## config.mk

```make
export PLATFORM = sky130hd
export DESIGN_NAME = conf_merge_n
export DESIGN_NICKNAME = d
export VERILOG_FILES = /design/src/rtl/conf_merge_pkg.sv /design/src/rtl/conf_merge_arb.sv /design/src/rtl/conf_merge_n.sv
export SDC_FILE = /design/constraint.sdc
export NUM_CORES = 1
export LEC_CHECK = 0
export ABC_CLOCK_PERIOD_IN_PS = 2200
export CAP_MARGIN = 20
export CORE_ASPECT_RATIO = 1.2
export CORE_MARGIN = 4
export CORE_UTILIZATION = 51
export CTS_CLUSTER_DIAMETER = 120
export DETAILED_ROUTE_END_ITERATION = 16
export GPL_TIMING_DRIVEN = 0
export PLACE_DENSITY_LB_ADDON = 0.3
export REMOVE_ABC_BUFFERS = 1
export SLEW_MARGIN = 25
export SYNTH_ARGS = -nofsm -noshare
export SYNTH_HDL_FRONTEND = slang
export SYNTH_SLANG_ARGS = --single-unit
```

## constraint.sdc

```tcl
create_clock -name clk -period 2.2 [get_ports clk]
set_input_delay 0.22 -clock clk [delete_from_list [all_inputs] [get_ports clk]]
set_output_delay 0.22 -clock clk [all_outputs]
set_load 0.005 [all_outputs]
```

## src/rtl/conf_merge_pkg.sv

```systemverilog
// conf_merge_pkg: shared constants and width helper for the N-channel merge
package conf_merge_pkg;
  localparam int ARB_FIXED = 0;
  localparam int ARB_RR    = 1;
  function automatic int safe_clog2(input int v);
    return (v <= 2) ? 1 : $clog2(v);
  endfunction
endpackage

```

## src/rtl/conf_merge_arb.sv

```systemverilog
// conf_merge_arb: fixed-priority or round-robin arbiter over N_CH requests
module conf_merge_arb
  import conf_merge_pkg::*;
#(
  parameter int N_CH = 4,
  localparam int IDX_W = safe_clog2(N_CH)
) (
  input  logic             clk,
  input  logic             rst_n,
  input  logic [N_CH-1:0]  i_req,
  input  logic             i_en,
  input  logic             i_mode,
  output logic             o_gnt_vld,
  output logic [IDX_W-1:0] o_gnt_idx
);
  logic [IDX_W-1:0] r_ptr;
  logic [IDX_W-1:0] w_cand [N_CH];
  for (genvar g = 0; g < N_CH; g++) begin : g_cand
    assign w_cand[g] = i_mode ? IDX_W'((int'(r_ptr) + g) % N_CH) : IDX_W'(g);
  end
  assign o_gnt_vld = i_en & |i_req;
  // candidate with the smallest search offset wins (offset = index in fixed mode)
  always_comb begin
    o_gnt_idx = '0;
    for (int k = N_CH - 1; k >= 0; k--)
      if (i_req[w_cand[k]]) o_gnt_idx = w_cand[k];
  end
  // round-robin pointer moves just past the last granted channel
  always_ff @(posedge clk or negedge rst_n)
    if (!rst_n) r_ptr <= '0;
    else if (o_gnt_vld) r_ptr <= (o_gnt_idx == IDX_W'(N_CH - 1)) ? '0 : o_gnt_idx + 1'b1;
endmodule

```

## src/rtl/conf_merge_n.sv

```systemverilog
// conf_merge_n: arbitrates N drive channels onto one consumer and routes frees back to owners
module conf_merge_n
  import conf_merge_pkg::*;
#(
  parameter int N_CH = 4,
  parameter int DEPTH = 2,
  parameter int ARB_MODE = 1,
  localparam int IDX_W = safe_clog2(N_CH)
) (
  input  logic             clk,
  input  logic             rst_n,
  input  logic [N_CH-1:0]  i_drive,
  output logic [N_CH-1:0]  o_free,
  output logic             o_driveNext,
  output logic [IDX_W-1:0] o_sel,
  input  logic             i_freeNext,
  output logic             o_busy,
  output logic             o_err_overrun,
  output logic             o_err_spurious
);
  localparam int CW = safe_clog2(DEPTH + 1);
  localparam int PW = safe_clog2(DEPTH);
  logic [N_CH-1:0]  r_pend;
  logic [IDX_W-1:0] r_fifo [DEPTH];
  logic [PW-1:0]    r_wr, r_rd;
  logic [CW-1:0]    r_cnt;
  logic             w_gnt_vld, w_pop, w_spur, w_ovr;
  logic [IDX_W-1:0] w_gnt_idx;
  logic [N_CH-1:0]  w_gnt_oh;
  function automatic logic [PW-1:0] nxt(input logic [PW-1:0] p);
    return (p == PW'(DEPTH - 1)) ? '0 : p + 1'b1;
  endfunction
  conf_merge_arb #(.N_CH(N_CH)) u_arb (
    .clk      (clk),
    .rst_n    (rst_n),
    .i_req    (r_pend),
    .i_en     (r_cnt < CW'(DEPTH)),
    .i_mode   (ARB_MODE == ARB_RR),
    .o_gnt_vld(w_gnt_vld),
    .o_gnt_idx(w_gnt_idx)
  );
  assign w_gnt_oh = w_gnt_vld ? (N_CH'(1) << w_gnt_idx) : '0;
  assign w_pop    = i_freeNext & (r_cnt != '0);
  assign w_spur   = i_freeNext & (r_cnt == '0);
  assign w_ovr    = |(i_drive & r_pend & ~w_gnt_oh);
  assign o_busy   = r_cnt != '0;
  // pending set, owner FIFO, outstanding count and registered handshake outputs
  always_ff @(posedge clk or negedge rst_n)
    if (!rst_n) begin
      r_pend <= '0;
      for (int k = 0; k < DEPTH; k++) r_fifo[k] <= '0;
      r_wr <= '0;
      r_rd <= '0;
      r_cnt <= '0;
      o_free <= '0;
      o_driveNext <= 1'b0;
      o_sel <= '0;
      o_err_overrun <= 1'b0;
      o_err_spurious <= 1'b0;
    end else begin
      r_pend <= (r_pend & ~w_gnt_oh) | i_drive;
      if (w_gnt_vld) begin
        r_fifo[r_wr] <= w_gnt_idx;
        r_wr <= nxt(r_wr);
        o_sel <= w_gnt_idx;
      end
      if (w_pop) r_rd <= nxt(r_rd);
      r_cnt <= r_cnt + CW'(w_gnt_vld) - CW'(w_pop);
      o_free <= w_pop ? (N_CH'(1) << r_fifo[r_rd]) : '0;
      o_driveNext <= w_gnt_vld;
      o_err_overrun <= o_err_overrun | w_ovr;
      o_err_spurious <= o_err_spurious | w_spur;
    end
endmodule

```

==> results of run 1 <==
==> critical path: cells and delay by family, from the launching register on <==
family	cells	cell delay, ns
xor+xnor	2	0.27
fa+ha+maj	2	0.47
flops	1	0.46
simple gates	2	0.67
buf+inv	1	0.06
==> final timing paths <==
check                               startpoint              to  slack, ns  cells past startpoint
min in group clk                o_err_spurious  o_err_spurious       0.48                      1
worst max-delay path                 r_pend[1]        r_cnt[1]       0.20                      7
worst max register to register       r_pend[1]        r_cnt[1]       0.20                      7
max in group asynchronous                rst_n  o_err_spurious       1.46                      2
worst min register to register  o_err_spurious  o_err_spurious       0.48                      1
worst min-delay path                     rst_n            r_wr       0.40                      2
==> cells in the mapped netlist (2+ instances only) <==
cell type and count:
a21o_1 4, a21oi_1 3, dfrtp_1 23, ha_1 6, inv_1 7, mux2_2 4, mux2_4 2, nand2_1 5
nand2b_1 6, nand3_1 4, nor2_1 10, xnor2_1 4
==> sequential cells by signal, summed over array words and instances, names as in the netlist <==
name            cells
o_free              4
r_fifo              4
r_pend              4
o_sel               2
r_cnt               2
u_arb.r_ptr         2
o_driveNext         1
o_err_overrun       1
o_err_spurious      1
r_rd                1
r_wr                1
==> stage by stage <==
stage	total power (W)	util, %	hold WS [ns]
CTS	0.001973	63.47	0.4824
floorplan	0.001452	-	-0.07559
global placement	0.001707	62.14	0.4421
global route	0.002129	63.71	0.4274
finish	0.001956	63.71	0.3985
detailed placement	0.001774	62.14	0.4484
==> layer usage <==
layer	track usage, %	vias up	share of wire (%)
met5	0	-	0
met4	10.77	0	2.7
met1	18.29	375	43
li1	-	372	-
met2	26.49	15	51
met3	1.763	5	2.6
==> cell type report <==
type / count / area [µm²]
clock buffers: 3 / 22.52
multi-input cells: 65 / 476.7
inverters: 8 / 37.54
repair buffers: 17 / 165.2
clock inverters: 1 / 5.005
well taps: 30 / 37.54
flip-flops and latches: 23 / 575.6
fillers: 181 / 752.0
==> repair_timing <==
action / in CTS / in global routing
hold endpoints to repair: 0 / 23
setup buffers: 0 / 0
hold buffers: 0 / 1
==> power by group through the flow <==
stage / clock (W) / sequential [W] / combinational, W
after global routing: 0.000225 / 0.000851 / 0.00105
after floorplan: 0 / 0.000784 / 0.000668
final: 0.000199 / 0.000818 / 0.000939
after CTS: 0.000203 / 0.000814 / 0.000957
after detailed placement: 0 / 0.000824 / 0.000950
after global placement: 0 / 0.000806 / 0.000900
==> logic make-up after synthesis <==
kind of cell,Yosys count
XOR/XNOR,4
adder cells (fa/ha/maj),6
multiplexers,7
AO/OA/AOI/OAI,15
AND/OR/NAND/NOR,33
flip-flops,23
buffers and inverters,10
==> results.toml, run 1 <==
[yosys]
avgSynthCellArea_um2 = 11.27
synth_top_area_cell = "dfrtp_1"
syn_inst = 98
synthSimpleGateAreaFrac_pct = 15.40
synth_ff_type = "dfrtp_1"
yosysWarningCount = 0
synthArstFlopShare_pct = 100.0
ys_seq_elements = 23
synth_fa_ha_area_share_pct = 6.795
synth_top_family_by_area = "simple AND/OR/NAND/NOR gates"
yosysTopAreaCellShare_pct = 52.10
synth_compound_area_share_pct = 10.08
synth_cell_type_count = 32
synth-edff-count = 0
ys_seq_area_share_pct = 52.10
synth_xor_xnor_area_share_pct = 3.171
netlist_area_um2 = 1105
synth.area.mux_share_pct = 7.701
synth_area_leaders = "dfrtp_1, ha_1, mux2_2, nand2b_1, nor2_1"

[sta]
fin_crit_ns = 1.996
rsz0062_at_grt = "false"
finClkSkew_ns = 0.003764
slew_headroom_pct = 66.18
report.final.slew_viol_count = 0
tns_ns = 0
period_share_pct = 90.73
setup_viol = 0
max_freq_mhz = 501.0
worst_slew_pin_slew_ns = 0.5073
worst_slack_ns = 0.2039
hold_viol_final = 0

[place]
dp_slack_ns = 0.2414
postPlaceCellArea_um2 = 1287
dp_cells = 142
routabilityCongestion = 0.7544
hpwl_um = 1430
io_buffers = 16

[detailed_routing]
drt-wirelength-per-cell_um = 13.18
vias = 767
vias_per_cell = 5.218
drtIter0Drc = 7
ant_nets = 0
routed_wl_um = 1937
dr.pass1.iters = 3
drc = 0

[layout]
final_common_cell = "dfrtp_1"
final_cells = 147
layout_common_cells = "dfrtp_1, clkdlybuf4s50_1, nor2_1"
fin_nets = 131
final_cell_area_um2 = 1320
area_growth_syn_to_layout_pct = 19.48
drive_above_1_share_pct = 13.68
num_antenna_cells = 0

[floorplan]
row_count = 18
chipHeight_um = 58.99
die_x_um = 50.49
core-area_um2 = 2072
initial_utilization_pct = 53.32
pin_count = 17
die_area_um2 = 2978

[cts]
cts_max_path_buffers = 2
htreeDepth = 1
clock_sinks = 23
cts-buffers-inserted = 3
clkTransAtPathRegs_ns = 0.13
cts-root-buf = "clkbuf_4"
clk_latency_ns = 0.32
cts_resized = 0
cts_tree = "done"

[worst_setup_path]
cp_data_arrival_time_ns = 2.24
end_kind = "flop"
slowest_delay_ns = 0.46
crit_type = "reg2reg"
cp.required_ns = 2.45
cp_slowest_cell = "dfrtp_1"
start_kind = "flop"
crit_fanout = 8
crit_chain = "nor4_1 > or2_1 > ha_1 > inv_1 > ha_1 > xnor2_1 > xnor2_1"

[pwr]
switching_share_pct = 39.47
combPwrFrac_pct = 48.0
leakage_nw = 0.5794
seq_power_share_pct = 41.8
power_density_nw_per_um2 = 1482
p_sw_w = 0.0007723
clkPwrFrac_pct = 10.2
p_int_w = 0.001184
ir_worst_vdd_mv = 0.8731

[flow_run]
max_cap_viol_count = 0

[min_path]
hp-class = "in2async"

[global_route]
antenna_found_initial = 0
grt_overflow_total = 0
grt_usage_pct = 15.53
grt_max_degree = 24
grt_pass1_wl_um = 3422
grt_pass1_vias = 809

[run_status]
status = "finished, final reports clean"
Power figures use the tool's default switching activity.
==> run 2, diff against run 1 <==
--- a/config.mk
+++ b/config.mk
@@ -9,7 +9,7 @@
 export CAP_MARGIN = 20
 export CORE_ASPECT_RATIO = 1.2
 export CORE_MARGIN = 4
-export CORE_UTILIZATION = 51
+export CORE_UTILIZATION = 52
 export CTS_CLUSTER_DIAMETER = 120
 export DETAILED_ROUTE_END_ITERATION = 16
 export GPL_TIMING_DRIVEN = 0
==> results.toml, run 2 (synthesis results as in run 1) <==
[run_status]
status = "finished, final reports clean"

[pwr]
switching_share_pct = 39.42
ir_worst_vdd_mv = 0.8733
clkPwrFrac_pct = 10.2
leakage_nw = 0.5794
seq_power_share_pct = 42.1
p_int_w = 0.001183
power_density_nw_per_um2 = 1480
p_sw_w = 0.0007700
combPwrFrac_pct = 47.8

[detailed_routing]
routed_wl_um = 2002
vias_per_cell = 5.156
ant_nets = 0
dr.pass1.iters = 4
drtIter0Drc = 17
drc = 0
vias = 758
drt-wirelength-per-cell_um = 13.62

[layout]
layout_common_cells = "dfrtp_1, clkdlybuf4s50_1, nor2_1"
num_antenna_cells = 0
area_growth_syn_to_layout_pct = 19.48
reg.largest.list = "o_free (4), r_fifo (4), r_pend (4)"
final_common_cell = "dfrtp_1"
drive_above_1_share_pct = 13.68
fin_nets = 131

[place]
routabilityCongestion = 0.7676
hpwl_um = 1485
io_buffers = 16

[worst_setup_path]
slowest_delay_ns = 0.46
cp_top_family = "simple AND/OR/NAND/NOR gates"
rr_startpoint = "r_pend[0]"
cp.buffers_inverters = 1
critPathLaunch = "r_pend[0]"
crit_type = "reg2reg"
end_kind = "flop"
start_kind = "flop"
cp.required_ns = 2.45
crit_chain = "nor4_1 > or2_1 > ha_1 > inv_1 > ha_1 > xnor2_1 > xnor2_1"
crit_fanout = 8
cp_slowest_cell = "dfrtp_1"
cp_data_arrival_time_ns = 2.29

[global_route]
grt_overflow_total = 0
grt.busiest_layer = "met2"
grt_use_met1_pct = 17.82
grt_pass1_wl_um = 3436
globalRouteMet2Util_pct = 28.36
grt_max_degree = 24
antenna_found_initial = 0
grt_pass1_vias = 781
use_met3_pct = 3.038
grt_usage_pct = 16.05

[cts]
clkTransAtPathRegs_ns = 0.13
clock_sinks = 23
cts-buffers-inserted = 3
clk_latency_ns = 0.31
cts_tree = "done"
cts_resized = 0
cts-root-buf = "clkbuf_4"
cts_max_path_buffers = 2
htreeDepth = 1

[floorplan]
row_count = 18
die_area_um2 = 2929
die_x_um = 50.08
chipHeight_um = 58.49
pin_count = 17
core-area_um2 = 2049
initial_utilization_pct = 53.91

[sta]
max_freq_mhz = 491.4
hold_slack_ns = 0.3835
fin_crit_ns = 2.035
report.final.slew_viol_count = 0
hold_viol_final = 0
tns_ns = 0
rsz0062_at_grt = "false"
period_share_pct = 92.51
worst_slew_pin_slew_ns = 0.5257
finClkSkew_ns = 0.001350
setup_viol = 0
slew_headroom_pct = 64.89

[flow_run]
max_cap_viol_count = 0

[min_path]
hp-class = "in2async"
run 2: cell counts in the layout (fill, tap and decap cells not counted):
Identical to the previous run, type by type.
run 2: per-stage QoR:
step / utilization [%] / total power, W / instances / setup slack [ns] / area, µm²
2_1_floorplan: - / 0.001452 / 96 / 0.3869 / 1090
3_3_place_gp: 62.82 / 0.001700 / 142 / 0.2670 / 1287
3_5_place_dp: 62.82 / 0.001769 / 142 / 0.2139 / 1287
4_1_cts: 64.16 / 0.001974 / 146 / 0.1732 / 1315
5_1_grt: 64.41 / 0.002137 / 147 / 0.03565 / 1320
6_report: 64.41 / 0.001953 / 147 / 0.1648 / 1320
run 2: final timing paths:
path,slack (ns),endpoint,cells after the start
worst max-delay path,0.16,r_cnt[1],7
worst min-delay path,0.38,r_pend[1],2
worst max register to register,0.16,r_cnt[1],7
worst min register to register,0.47,o_err_spurious,1
max in group asynchronous,1.48,u_arb.r_ptr[0],2
min in group clk,0.47,o_err_spurious,1
run 2: area by class of cell:
| type | count | area [µm²] |
|---|---|---|
| fillers | 157 | 729.5 |
| flip-flops and latches | 23 | 575.6 |
| multi-input cells | 65 | 476.7 |
| repair buffers | 17 | 165.2 |
| inverters | 8 | 37.54 |
| well taps | 30 | 37.54 |
| clock buffers | 3 | 22.52 |
| clock inverters | 1 | 5.005 |
run 2: routing by layer:
layer	routed length (µm)	up-vias	share of wire, %
met4	44	0	2.2
met5	0	-	0
met3	69	5	3.4
li1	-	371	-
met1	820	365	41
met2	1067	17	53
run 2: power groups by stage:
| stage | Clock (W) | Sequential [W] | Combinational, W |
|---|---|---|---|
| after floorplan | 0 | 0.000784 | 0.000668 |
| final | 0.000198 | 0.000822 | 0.000933 |
| after global placement | 0 | 0.000807 | 0.000893 |
| after global routing | 0.000226 | 0.000856 | 0.00105 |
| after detailed placement | 0 | 0.000831 | 0.000937 |
| after CTS | 0.000205 | 0.000823 | 0.000946 |
run 2: timing repair:
item,CTS,global route
hold endpoints to repair,0,23
hold buffers,0,1
endpoints found under the setup margin,0,0
buffers inserted,0,0
